--- src/rtl/conv_pkg.sv ---
// conv_pkg: shared types and elaboration helpers for the convolution sequencer
package conv_pkg;
  typedef enum logic [2:0] {LOAD_F, LOAD_X, COMPUTE, DRAIN, OUT} conv_state_t;
  function automatic int n_out(input int filter_n, input int x_n);
    return x_n - filter_n + 1;
  endfunction
  function automatic logic is_pow2(input int v);
    return v > 0 && (v & (v - 1)) == 0;
  endfunction
endpackage

--- src/rtl/conv_cnt.sv ---
// conv_cnt: up-counter with enable, sync clear and terminal-count flag; wraps to 0 past MAX
module conv_cnt #(
  parameter int W   = 2,
  parameter int MAX = 3
) (
  input  logic         clk,
  input  logic         reset,
  input  logic         en,
  input  logic         clr,
  output logic [W-1:0] cnt,
  output logic         tc
);
  logic [W-1:0] cnt_q, cnt_d;
  assign cnt = cnt_q;
  assign tc  = cnt_q == W'(MAX);
  // next count: clear wins, otherwise advance and wrap at the terminal value
  always_comb cnt_d = clr ? '0 : en ? (tc ? '0 : cnt_q + 1'b1) : cnt_q;
  // count register
  always_ff @(posedge clk or posedge reset)
    if (reset) cnt_q <= '0;
    else cnt_q <= cnt_d;
endmodule

--- src/rtl/conv_seq_ctrl.sv ---
// conv_seq_ctrl: loads filter/sample memories, then sequences MAC windows and result handoff
module conv_seq_ctrl
  import conv_pkg::*;
#(
  parameter int FILTER_N    = 4,
  parameter int LG_FILTER_N = 2,
  parameter int X_N         = 8,
  parameter int LG_X_N      = 3
) (
  input  logic                   clk,
  input  logic                   reset,
  input  logic                   s_valid_f,
  output logic                   s_ready_f,
  input  logic                   s_valid_x,
  output logic                   s_ready_x,
  input  logic                   new_f,
  output logic                   wr_en_f,
  output logic [LG_FILTER_N-1:0] wr_addr_f,
  output logic                   wr_en_x,
  output logic [LG_X_N-1:0]      wr_addr_x,
  output logic [LG_FILTER_N-1:0] rd_addr_f,
  output logic [LG_X_N-1:0]      rd_addr_x,
  output logic                   in_compute,
  output logic                   m_valid,
  input  logic                   m_ready,
  output logic                   curr_comp_done
);
  localparam int N_OUT = n_out(FILTER_N, X_N);
  if (!is_pow2(FILTER_N) || X_N < FILTER_N) begin : g_bad_params
    $error("conv_seq_ctrl: FILTER_N must be a power of two and X_N >= FILTER_N");
  end
  conv_state_t state_q, state_d;
  logic [LG_FILTER_N-1:0] f_cnt, k;
  logic [LG_X_N-1:0] x_cnt, o;
  logic f_tc, x_tc, k_tc, o_tc, f_hs, x_hs, x_done;
  assign s_ready_f      = state_q == LOAD_F;
  assign s_ready_x      = state_q == LOAD_X;
  assign in_compute     = state_q == COMPUTE;
  assign m_valid        = state_q == OUT;
  assign f_hs           = s_ready_f & s_valid_f & ~reset;
  assign x_hs           = s_ready_x & s_valid_x;
  assign x_done         = x_hs & x_tc;
  assign wr_en_f        = f_hs;
  assign wr_addr_f      = f_cnt;
  assign wr_en_x        = x_hs;
  assign wr_addr_x      = x_cnt;
  assign rd_addr_f      = in_compute ? k : '0;
  assign rd_addr_x      = in_compute ? o + LG_X_N'(k) : '0;
  assign curr_comp_done = m_valid & m_ready;
  conv_cnt #(.W(LG_FILTER_N), .MAX(FILTER_N - 1)) u_f_cnt (
    .clk(clk), .reset(reset), .en(f_hs), .clr(1'b0), .cnt(f_cnt), .tc(f_tc)
  );
  conv_cnt #(.W(LG_X_N), .MAX(X_N - 1)) u_x_cnt (
    .clk(clk), .reset(reset), .en(x_hs), .clr(1'b0), .cnt(x_cnt), .tc(x_tc)
  );
  conv_cnt #(.W(LG_FILTER_N), .MAX(FILTER_N - 1)) u_k (
    .clk(clk), .reset(reset), .en(in_compute), .clr(x_done), .cnt(k), .tc(k_tc)
  );
  conv_cnt #(.W(LG_X_N), .MAX(N_OUT - 1)) u_o (
    .clk(clk), .reset(reset), .en(curr_comp_done), .clr(x_done), .cnt(o), .tc(o_tc)
  );
  // phase sequencing: load filter, load frame, then window/drain/handoff per output
  always_comb begin
    state_d = state_q;
    case (state_q)
      LOAD_F:  state_d = f_hs && f_tc ? LOAD_X : LOAD_F;
      LOAD_X:  state_d = x_done ? COMPUTE : LOAD_X;
      COMPUTE: state_d = k_tc ? DRAIN : COMPUTE;
      DRAIN:   state_d = OUT;
      OUT:     state_d = !curr_comp_done ? OUT : !o_tc ? COMPUTE : new_f ? LOAD_F : LOAD_X;
      default: state_d = LOAD_F;
    endcase
  end
  // state register
  always_ff @(posedge clk or posedge reset)
    if (reset) state_q <= LOAD_F;
    else state_q <= state_d;
endmodule
--- config.mk ---
export PLATFORM = sky130hd
export DESIGN_NAME = conv_seq_ctrl
export DESIGN_NICKNAME = d
export VERILOG_FILES = /design/src/rtl/conv_pkg.sv /design/src/rtl/conv_cnt.sv /design/src/rtl/conv_seq_ctrl.sv
export SDC_FILE = /design/constraint.sdc
export NUM_CORES = 1
export LEC_CHECK = 0
export CAP_MARGIN = 20
export CORE_MARGIN = 4
export CORE_UTILIZATION = 40
export DETAILED_ROUTE_END_ITERATION = 8
export PLACE_DENSITY_LB_ADDON = 0.08
export SLEW_MARGIN = 30
export SYNTH_ARGS = -nofsm -noshare
export SYNTH_HDL_FRONTEND = slang
export SYNTH_SLANG_ARGS = --single-unit
--- constraint.sdc ---
create_clock -name clk -period 1.75 [get_ports clk]
set_clock_uncertainty 0.15 [all_clocks]
set_input_delay 0.2625 -clock clk [delete_from_list [all_inputs] [get_ports clk]]
set_output_delay 0.2625 -clock clk [all_outputs]
set_load 0.005 [all_outputs]
==> Implementation_results.wiki, run 1 <==
{| class="wikitable"
! Metric !! Value
|-
| Half-perimeter wire length of the detailed placement result || 1340 um
|-
| Cell chosen for the clock root || clkbuf_4
|-
| Count of endpoints failing setup in the final report || 9
|-
| Final number of max-transition violations || 0
|-
| Cell family with most CP delay || adder cells
|-
| RSZ-0062 raised after global routing || true
|-
| Met3 capacity usage during global routing || between 3 and 4%
|-
| Buffers & Inverters on Critical Path || 2
|-
| Number of maximum-capacitance constraint violations || 0
|-
| Number of buffers on the longest clock path || 2
|-
| Number of instances in the synthesized netlist || 78
|-
| Initial detailed-routing violation count || 9
|-
| Proportion of register bits with asynchronous set or reset after synthesis || 100%
|-
| Crit-path max FO || 2
|-
| Fraction of layout instances using a drive strength above 1 || 54.9%
|-
| Average cell area after synthesis || 10.5 um2
|-
| Area share of the largest cell type after synthesis || 39.8%
|-
| Area inside the core boundary || 1960 um2
|-
| Buffers on Ports || 22
|-
| Share of synthesized area occupied by flip-flops and latches || about two fifths
|-
| Cell type with the highest aggregate area in the netlist || dfrtp_1
|-
| Crit path launch type || register
|-
| Vias in the first global route || 820
|-
| Number of flops mapped to enable cells by yosys || 0
|-
| TritonCTS clock tree || built
|-
| Final routed wirelength across all metal layers || ~2100 um
|-
| WL per Instance || 13.1 um
|-
| R2R Setup Slk || -0.10 ns
|-
| Slowest Stage Delay on Critical Path || 0.37 ns
|-
| Boundary pin count || 23
|-
| Count of nets left with antenna violations after detail routing || 0
|-
| Overall Global Routing Usage || approximately 17%
|-
| Worst setup path category || register to output pin
|-
| Setup_tns || -1.10 ns
|-
| Number of rows created at floorplan || 16
|-
| Hold Violations, Final || 0
|-
| Routed vias/inst || 4.67
|-
| Met2 global-route usage || between 20% and 30%
|-
| Initial antenna violation count || 0
|-
| Shortest period the worst path allows || 1.98 ns
|-
| Number of nets in the finished design || 148
|-
| Transition time at the pin with the least slew margin || 0.246 ns
|-
| Data arrival time of the critical path || approximately 1.6 ns
|-
| Global-route wire length before repair || 3460 um
|-
| CP cell instances || ha_2 > inv_2 > fa_2 > xor2_1 > nor2_1 > buf_2
|-
| Layout Area Growth over Synthesis || 71.6%
|-
| Post-synth top cells || 13 x dfrtp_1, 10 x nor2_1, 8 x inv_1
|-
| Effective utilization at floorplan || between 40% and 50%
|-
| Setup slack of the critical path after layout || -0.227 ns
|-
| Die span in x || ~53 um
|-
| Synth Register Bits || 13
|-
| Total CTS buffers || 3
|-
| Most frequent cell after synthesis || dfrtp_1
|-
| Worst setup EP type || output pin
|-
| Overall die area || between 2000 and 3000 um2
|-
| Register clock-pin slew on the reported worst setup and hold paths || 0.09 ns
|-
| Distinct cell type count after synthesis || 32
|-
| Power density over the cells || 1570 nW/um2
|-
| Slowest cell on the critical path || dfrtp_1
|-
| Met1 track demand over resource || 19.8%
|-
| Violated checks || negative setup slack
|-
| Worst Hold Class || input port to async pin
|-
| Predominant post-synthesis flop cell || dfrtp_1
|-
| Required arrival time at the worst endpoint || between 1 and 1.5 ns
|-
| Final weighted congestion of routability-driven global placement || 0.729
|-
| Post-Place Worst Slack || -0.391 ns
|-
| Standby leakage power || a little over 0.7 nW
|-
| Maximum achievable frequency || between 0.5 and 0.6 GHz
|-
| IR drop worst, VDD || 920 uV
|-
| Tightest slew margin relative to the limit || between 80% and 90%
|-
| Top cells by area in the synthesized netlist || dfrtp_1 40%, ha_1 11%, mux2_2 5.5%
|-
| Total of warnings raised by yosys || 0
|-
| DRC violations left || 0
|-
| Mapped Nets || 92
|-
| Pin count of the biggest net entering global routing || 15
|-
| Detailed-routing iteration count for the pre-antenna-repair pass || 4
|-
| Vert. Die Dim || between 50 and 60 um
|-
| Clk sink count || 13
|-
| Netlist area before placement || 818 um2
|-
| Fill cell total of the finished layout || about 160
|-
| Gr busiest metal || met2
|-
| Routed vias || 747
|-
| Crit share post-route || 113%
|-
| Antenna Cells || 0
|-
| Run status || finished with violations
|-
| Clock latency of the later-clocked register in the worst-skew pair || 0.27 ns
|-
| Residual overflow from global routing || 0
|-
| CTS H-Tree Depth || 1
|}
==> worst paths after layout <==
| check | from | endpoint | cells after the start |
|---|---|---|---|
| setup / recovery | u_o.cnt[0] | rd_addr_x[2] | 6 |
| hold / removal | reset | u_x_cnt.cnt[1] | 3 |
| setup reg to reg | state_q[1] | state_q[0] | 6 |
| hold reg to reg | u_f_cnt.cnt[1] | u_f_cnt.cnt[1] | 1 |
| max in group asynchronous | reset | state_q[0] | 3 |
| min in group clk | u_f_cnt.cnt[1] | u_f_cnt.cnt[1] | 1 |
==> layer usage <==
metal / part of all wire [%] / routed length, um
met5: 0 / 0
met3: 4.2 / 89
met4: 1.9 / 40
met1: 42 / 881
met2: 52 / 1090
==> flip-flops by register name, summed over array words and instances (netlist names) <==
name / flops
state_q: 3
u_x_cnt.cnt: 3
u_o.cnt: 3
u_k.cnt: 2
u_f_cnt.cnt: 2
==> worst reg2reg max path: stages, from the launching register on <==
cell	delay (ns)
dfrtp_2	0.44
buf_6	0.14
buf_6	0.12
and4bb_2	0.33
buf_6	0.11
or3b_4	0.37
o211ai_1	0.10
==> what timing repair did <==
item	CTS	global route
hold buffers	0	0
buffers inserted	16	5
gates resized for setup	56	30
pin swaps	8	10
setup endpoints to repair	13	20
==> through the flow <==
step           util, %  hold WS (ns)  instance area [um2]  total power, mW  std cells
2_1_floorplan        -       0.00604                  818             1.03         78
4_1_cts           68.3         0.167                 1340             2.04        160
3_3_place_gp      59.2         0.368                 1160             1.55        140
6_report          71.6         0.180                 1400             2.21        160
5_1_grt           71.6         0.222                 1400             2.39        160
3_5_place_dp      59.2         0.375                 1160             1.58        140
==> report_power, final <==
part	switching, mW	total, mW	internal (mW)
logic	0.534	1.47	0.933
clock network	0.102	0.186	0.0845
registers	0.120	0.553	0.433
total	0.756	2.21	1.45
==> cell families after synthesis <==
family,after synthesis,synth area share (%)
AND/OR/NAND/NOR,27,20.5
buffers and inverters,12,7.80
adder cells (fa/ha/maj),8,13.1
AO/OA/AOI/OAI,9,7.34
flip-flops,13,39.8
XOR/XNOR,1,1.07
multiplexers,8,10.4
==> layout make-up <==
type                       instances  area, um2  area share, %
clock buffer                       3       22.5           1.60
sequential                        13        329           23.4
timing repair buffer              54        478           34.0
multi-input combinational         53        499           35.6
tap                               27       33.8           2.41
clock inverter                     1       5.00          0.357
inverter                           9       36.3           2.58
==> placed cells by master (no fill, tap or decap), types with 2 or more instances in the layout <==
cell type / n
a21oi_1: 4
and2_4: 3
buf_2: 6
buf_4: 18
buf_6: 18
clkbuf_2: 2
clkbuf_4: 3
clkdlybuf4s50_1: 10
dfrtp_1: 10
dfrtp_2: 3
ha_1: 6
inv_1: 6
inv_2: 2
mux2_2: 2
mux2_4: 2
mux2i_1: 4
nor2_1: 10
No activity file was read; power rests on OpenSTA's default activity.
==> run 2: changes to the inputs <==
Clock period 1.75 ns to 2.55 ns, I/O delays scaled along.
==> run 2 against run 1 <==
Net effect:
- the run now ends clean
- wire length decreased by 26%
- via count decreased by 15%
- sequential cell count unchanged
- global-route usage decreased by 3.2 points
- count of clock-buffer cells in the layout unchanged
- final cell count decreased by 18%
- utilization decreased by 15 points
- die area unchanged
- critical path depth decreased by 3
==> Implementation_results.wiki, run 2 (synthesized netlist as in run 1, its figures left out) <==
{| class="wikitable"
! Metric !! Value
|-
| Total CTS buffers || 3 (unchanged)
|-
| Overall Global Routing Usage || 13.6% (was 16.8%)
|-
| Buffers & Inverters on Critical Path || 2 (unchanged)
|-
| Met1 layer wirelength in the final routing || 690 um (was 881 um)
|-
| Crit-path max FO || 2 (unchanged)
|-
| Clock latency of the later-clocked register in the worst-skew pair || 0.28 ns (was 0.27 ns)
|-
| Antenna Cells || 0 (unchanged)
|-
| Fraction of layout instances using a drive strength above 1 || 16.2% (was 54.9%)
|-
| Cell chosen for the clock root || clkbuf_4 (unchanged)
|-
| Number of maximum-capacitance constraint violations || 0 (unchanged)
|-
| Final routed wirelength across all metal layers || 1550 um (was 2100 um)
|-
| Routed vias || 633 (was 747)
|-
| Register clock-pin slew on the reported worst setup and hold paths || 0.08 ns (was 0.09 ns)
|-
| Effective utilization at floorplan || 41.7% (unchanged)
|-
| Hold Violations, Final || 0 (unchanged)
|-
| Final weighted congestion of routability-driven global placement || 0.737 (was 0.729)
|-
| Boundary pin count || 23 (unchanged)
|-
| Worst setup EP type || output pin (unchanged)
|-
| Share of the core filled with cells in the final layout || 56.3% (was 71.6%)
|-
| Half-perimeter wire length of the detailed placement result || 1210 um (was 1340 um)
|-
| CTS H-Tree Depth || 1 (unchanged)
|-
| Post-Place Worst Slack || 0.149 ns (was -0.391 ns)
|-
| Slowest cell on the critical path || clkdlybuf4s50_1 (was dfrtp_1)
|-
| Layout Area Growth over Synthesis || 35.0% (was 71.6%)
|-
| Count of endpoints failing setup in the final report || 0 (was 9)
|-
| DRC violations left || 0 (unchanged)
|-
| Standby leakage power || 0.550 nW (was 0.714 nW)
|-
| Power density over the cells || 996 nW/um2 (was 1570 nW/um2)
|-
| Cell repeated most along the worst path || clkdlybuf4s50_1
|-
| Final number of max-transition violations || 0 (unchanged)
|-
| Final hold slack || 0.278 ns (was 0.180 ns)
|-
| Residual overflow from global routing || 0 (unchanged)
|-
| TritonCTS clock tree || built (unchanged)
|-
| Count of nets left with antenna violations after detail routing || 0 (unchanged)
|-
| Area inside the core boundary || 1960 um2 (unchanged)
|-
| Number of rows created at floorplan || 16 (unchanged)
|-
| Vias in the first global route || 628 (was 820)
|-
| Transition time at the pin with the least slew margin || 0.444 ns (was 0.246 ns)
|-
| R2R Setup Slk || 0.80 ns (was -0.10 ns)
|-
| Highest-count cells in the layout ignoring fill and taps || 20 x clkdlybuf4s50_1, 13 x dfrtp_1, 10 x nor2_1, 8 x inv_1, 7 x ha_1 (was 18 x buf_6, 18 x buf_4, 10 x nor2_1, 10 x clkdlybuf4s50_1, 10 x dfrtp_1)
|-
| Number of nets in the finished design || 120 (was 148)
|-
| Worst setup path category || input port to output pin (was register to output pin)
|-
| Data arrival time of the critical path || 1.90 ns (was 1.56 ns)
|-
| Crit path launch type || input port (was register)
|-
| RSZ-0062 raised after global routing || false (was true)
|-
| Run status || complete, no violations (was finished with violations)
|-
| Pin count of the biggest net entering global routing || 15 (unchanged)
|-
| Most common cell after layout, fill and taps aside || clkdlybuf4s50_1
|-
| Number of buffers on the longest clock path || 2 (unchanged)
|-
| Buffers on Ports || 22 (unchanged)
|-
| Shortest period the worst path allows || between 2 and 2.5 ns
|-
| Routed vias/inst || 4.80 (was 4.67)
|-
| Setup_tns || 0 ns (was -1.10 ns)
|-
| Maximum achievable frequency || 0.412 GHz
|-
| Setup slack of the critical path after layout || 0.120 ns (was -0.227 ns)
|-
| Max layer used || met4 (unchanged)
|-
| Global-route wire length before repair || 2790 um (was 3460 um)
|-
| IR drop worst, VDD || 508 uV (was 920 uV)
|-
| Detailed-routing iteration count for the pre-antenna-repair pass || 3 (was 4)
|-
| Overall die area || 2830 um2 (unchanged)
|-
| Initial antenna violation count || 0 (unchanged)
|-
| Met3 layer wire length in the routed design || 75 um (was 89 um)
|-
| Slowest Stage Delay on Critical Path || 0.59 ns (was 0.37 ns)
|-
| Required arrival time at the worst endpoint || 2.02 ns (was 1.34 ns)
|-
| Crit share post-route || 95.3%
|-
| DR WL met2 || 765 um (was 1090 um)
|-
| Vert. Die Dim || 53.2 um (unchanged)
|-
| WL per Instance || 11.7 um (was 13.1 um)
|-
| Initial detailed-routing violation count || 3 (was 9)
|-
| Die span in x || 53.2 um (unchanged)
|-
| Worst Hold Class || input port to async pin (unchanged)
|-
| Cell family with most CP delay || buffers and inverters (was adder cells)
|-
| Tightest slew margin relative to the limit || 70.0% (was 83.6%)
|-
| CP cell instances || clkdlybuf4s50_1 > nor4bb_1 > clkdlybuf4s50_1 (was ha_2 > inv_2 > fa_2 > xor2_1 > nor2_1 > buf_2)
|-
| Clk sink count || 13 (unchanged)
|}
-- run 2: cell types whose count changed in the layout (fill, tap and decap cells not counted), moves of 2 or more --
cell,delta
dfrtp_1,+3
and2_4,-2
mux2_4,-2
dlymetal6s2s_1,+2
clkbuf_2,-2
buf_4,-14
buf_6,-18
buf_2,-6
and2_1,+2
nor3b_1,+2
mux2_2,+2
dfrtp_2,-3
clkdlybuf4s50_1,+10
inv_1,+2
-- run 2: final cells by class --
type	count	area, um2
fillers	205	857
multi-input cells	53	429
flip-flops and latches	13	325
repair buffers	26	255
inverters	9	33.8
well taps	27	33.8
clock buffers	3	22.5
clock inverters	1	5.00
-- run 2: worst min-delay path, cell delays in order --
cell	delay, ns
clkdlybuf4s50_1	0.39
inv_1	0.08
buf_4	0.22
-- run 2: per-stage QoR --
step                      total power, mW  std cells  instance area, um2
after floorplan                     0.706         78                 818
after global placement              0.951        126                1060
after detailed placement            0.962        126                1060
after CTS                            1.12        132                1100
after global routing                 1.23        132                1100
final                                1.10        132                1100
-- run 2: where the power goes --
part	switching [mW]	internal, mW
combinational	0.225	0.361
clock	0.0683	0.0582
sequential	0.0937	0.293
total	0.387	0.713
-- run 2: worst paths after layout --
check,start,endpoint,cells after the start
min in group clk,u_f_cnt.cnt[1],u_f_cnt.cnt[1],1
worst min-delay path,reset,u_o.cnt[2],3
worst max register to register,state_q[1],u_x_cnt.cnt[2],3
worst min register to register,u_f_cnt.cnt[1],u_f_cnt.cnt[1],1
max in group asynchronous,reset,state_q[2],3
worst max-delay path,s_valid_x,wr_en_x,3
-- run 2: repair_timing --
item / 4_1_cts / 5_1_grt
setup buffers: 2 / 0
resized for setup: 0 / 2
endpoints found under the setup margin: 2 / 2
endpoints found under the hold margin: 0 / 0
hold buffers: 0 / 0
-- run 2: routing by layer --
layer	up-vias	global-route usage (%)
li1	321	-
met4	0	5.11
met2	14	21.6
met3	2	5.63
met5	-	0
met1	296	16.1
==> run 3: changes to the inputs <==
--- a/config.mk
+++ b/config.mk
@@ -11,3 +11,3 @@
 export DETAILED_ROUTE_END_ITERATION = 8
-export PLACE_DENSITY_LB_ADDON = 0.08
+export PLACE_DENSITY_LB_ADDON = 0.05
 export SLEW_MARGIN = 30
==> constraint.sdc (replaced) <==
create_clock -name clk -period 2.55 [get_ports clk]
set_clock_uncertainty 0.15 [all_clocks]
set_input_delay 0.6375 -clock clk [delete_from_list [all_inputs] [get_ports clk]]
set_output_delay 0.6375 -clock clk [all_outputs]
set_load 0.005 [all_outputs]
==> run 3 against run 2 <==
Net effect:
- maximum frequency is 1.7% lower
- final cell count is 6.1% higher
- largest cell class unchanged
- critical path type is now register to output pin
- power is 9.3% higher
- non-clock buffer count is 8 higher
- clock power hardly changed
==> Implementation_results.wiki, run 3 (synthesized netlist as in run 1, its figures left out) <==
{| class="wikitable"
! Metric !! Value
|-
| Buffers on Ports || 22 (unchanged)
|-
| Shortest period the worst path allows || 2.47 ns (was 2.43 ns)
|-
| Final number of max-transition violations || 0 (unchanged)
|-
| Hold Path Depth || 1
|-
| Capture endpoint of the worst hold path || u_f_cnt.cnt[1]
|-
| Most common cell after layout, fill and taps aside || clkdlybuf4s50_1 (unchanged)
|-
| WL per Instance || 12.1 um (was 11.7 um)
|-
| Crit share post-route || 97.0% (was 95.3%)
|-
| CTS H-Tree Depth || 1 (unchanged)
|-
| Internal power || 0.784 mW (was 0.713 mW)
|-
| Register clock-pin slew on the reported worst setup and hold paths || 0.08 ns (about the same)
|-
| Min-Delay Startpoint || u_f_cnt.cnt[1]
|-
| Layout Area Growth over Synthesis || 46.2% (was 35.0%)
|-
| Area of the multi-input gates || 457 um2 (was 429 um2)
|-
| Sw power || 0.418 mW (was 0.387 mW)
|-
| Post-detailed-placement cell area || 1100 um2 (was 1060 um2)
|-
| DR WL met2 || 865 um (was 765 um)
|-
| Vert. Die Dim || 53.2 um (unchanged)
|-
| Die span in x || 53.2 um (unchanged)
|-
| Maximum achievable frequency || 0.404 GHz (was 0.412 GHz)
|-
| Clk sink count || 13 (unchanged)
|-
| Hold Violations, Final || 0 (unchanged)
|-
| Required arrival time at the worst endpoint || 1.76 ns (was 2.02 ns)
|-
| Boundary pin count || 23 (unchanged)
|-
| Met3 layer wire length in the routed design || 55 um (was 75 um)
|-
| Highest-count cells in the layout ignoring fill and taps || 15 x clkdlybuf4s50_1, 12 x buf_4, 11 x dfrtp_1, 10 x nor2_1 (was 20 x clkdlybuf4s50_1, 13 x dfrtp_1, 10 x nor2_1, 8 x inv_1, 7 x ha_1)
|-
| Pin count of the biggest net entering global routing || 15 (unchanged)
|-
| TritonCTS clock tree || built (unchanged)
|-
| Switching Share || 34.8% (was 35.2%)
|-
| Global-route wire length before repair || 2830 um (was 2790 um)
|-
| Overall die area || 2830 um2 (unchanged)
|-
| Setup slack of the critical path after layout || 0.0773 ns (was 0.120 ns)
|-
| Initial antenna violation count || 0 (unchanged)
|-
| Proportion of power drawn by combinational gates || 58.1% (was 53.3%)
|-
| Tightest slew margin relative to the limit || 79.7% (was 70.0%)
|-
| Detailed-routing iteration count for the pre-antenna-repair pass || 3 (unchanged)
|-
| Clock latency of the later-clocked register in the worst-skew pair || 0.27 ns (was 0.28 ns)
|-
| Post-Place Worst Slack || -0.336 ns (was 0.149 ns)
|-
| Clk pwr share || 10.7% (was 11.5%)
|-
| Number of maximum-capacitance constraint violations || 0 (unchanged)
|-
| Area inside the core boundary || 1960 um2 (unchanged)
|-
| Post-Layout Inst Area || 1200 um2 (was 1100 um2)
|-
| Worst reg2reg path endpoint || u_x_cnt.cnt[0] (was u_x_cnt.cnt[2])
|-
| RSZ-0062 raised after global routing || false (unchanged)
|-
| Run status || complete, no violations (unchanged)
|-
| RR Startpoint || state_q[1] (unchanged)
|-
| Max layer used || met4 (unchanged)
|-
| Count of endpoints failing setup in the final report || 0 (unchanged)
|-
| Overall Global Routing Usage || 13.8% (was 13.6%)
|-
| DRC violations left || 0 (unchanged)
|-
| Vias in the first global route || 634 (was 628)
|-
| Effective utilization at floorplan || 41.7% (unchanged)
|-
| Crit-path max FO || 6 (was 2)
|-
| Half-perimeter wire length of the detailed placement result || 1230 um (was 1210 um)
|-
| Final routed wirelength across all metal layers || 1690 um (was 1550 um)
|-
| Routed vias || 674 (was 633)
|-
| Fill cell total of the finished layout || 200 (was 205)
|-
| Overall power || 1.20 mW (was 1.10 mW)
|-
| Hold-fix buffers, CTS || 0 (unchanged)
|-
| Routed vias/inst || 4.81 (was 4.80)
|-
| Seq pwr share || 31.3% (was 35.2%)
|-
| Antenna Cells || 0 (unchanged)
|-
| Fraction of layout instances using a drive strength above 1 || 26.5% (was 16.2%)
|-
| Count of nets left with antenna violations after detail routing || 0 (unchanged)
|-
| Total CTS buffers || 3 (unchanged)
|-
| Power density over the cells || 1010 nW/um2 (was 996 nW/um2)
|-
| Transition time at the pin with the least slew margin || 0.304 ns (was 0.444 ns)
|-
| Data arrival time of the critical path || 1.69 ns (was 1.90 ns)
|-
| Crit path launch type || register (was input port)
|-
| Number of cells on the worst reg-to-reg path || 5 (was 3)
|-
| Worst setup path category || register to output pin (was input port to output pin)
|-
| R2R Setup Slk || 0.82 ns (was 0.80 ns)
|-
| Number of nets in the finished design || 128 (was 120)
|-
| Area used by sequential logic in the layout || 328 um2 (was 325 um2)
|-
| Number of buffers on the longest clock path || 2 (unchanged)
|-
| Worst Hold Class || register to register (was input port to async pin)
|-
| Final weighted congestion of routability-driven global placement || 0.744 (was 0.737)
|-
| Number of rows created at floorplan || 16 (unchanged)
|-
| Cell chosen for the clock root || clkbuf_4 (unchanged)
|-
| Initial detailed-routing violation count || 5 (was 3)
|-
| Met1 layer wirelength in the final routing || 740 um (was 690 um)
|-
| IR drop worst, VDD || 543 uV (was 508 uV)
|-
| Final hold slack || 0.394 ns (was 0.278 ns)
|-
| Standby leakage power || 0.608 nW (was 0.550 nW)
|-
| Residual overflow from global routing || 0 (unchanged)
|-
| Worst setup EP type || output pin (unchanged)
|}
[run 3: power groups by stage]
stage | registers, mW | logic [mW] | clock network [mW]
6_report | 0.376 | 0.698 | 0.128
5_1_grt | 0.391 | 0.786 | 0.139
3_3_place_gp | 0.380 | 0.613 | 0
4_1_cts | 0.374 | 0.690 | 0.134
3_5_place_dp | 0.378 | 0.624 | 0
2_1_floorplan | 0.381 | 0.325 | 0
[run 3: stage by stage]
stage,std cells,utilization (%),setup TNS [ns]
global placement,132,56.2,-0.409
finish,140,61.0,0
detailed placement,132,56.2,-0.468
global route,140,61.0,0
CTS,139,59.9,0
floorplan,78,-,0
[run 3: worst max path at each step]
stage               startpoint      endpoint  slack [ns]  cells after the start
finish              state_q[1]  rd_addr_f[0]        0.08                      5
global route        u_o.cnt[0]  rd_addr_x[1]       0.002                      5
CTS                  s_valid_f       wr_en_f      0.0008                      4
detailed placement   s_valid_x       wr_en_x       -0.34                      4
global placement     s_valid_x       wr_en_x       -0.27                      4
floorplan                reset       wr_en_f        0.52                      3
[run 3: worst max-delay path, cell delays in order (launching register included)]
cell and delay, ns:
dfrtp_2 0.44, and2b_2 0.23, nand2b_4 0.11, inv_6 0.05, and2_1 0.15, clkdlybuf4s50_1 0.44
[run 3: layout make-up]
cell class                      instances  area share [%]
Timing Repair Buffer                   34            26.2
Sequential cell                        13            27.4
Clock buffer                            4            2.20
Multi-Input combinational cell         53            38.2
Inverter                                9            3.24
Tap cell                               27            2.82
[run 3: per-layer routing]
layer / vias up / track usage, %
met5: - / 0
met1: 315 / 18.4
li1: 341 / -
met2: 14 / 22.0
met4: 0 / 6.38
met3: 4 / 1.69
[run 3: repair_timing]
item / in CTS / in global routing
gates resized for setup: 9 / 7
endpoints found under the setup margin: 7 / 4
pin swaps: 2 / 0
setup buffers: 3 / 1
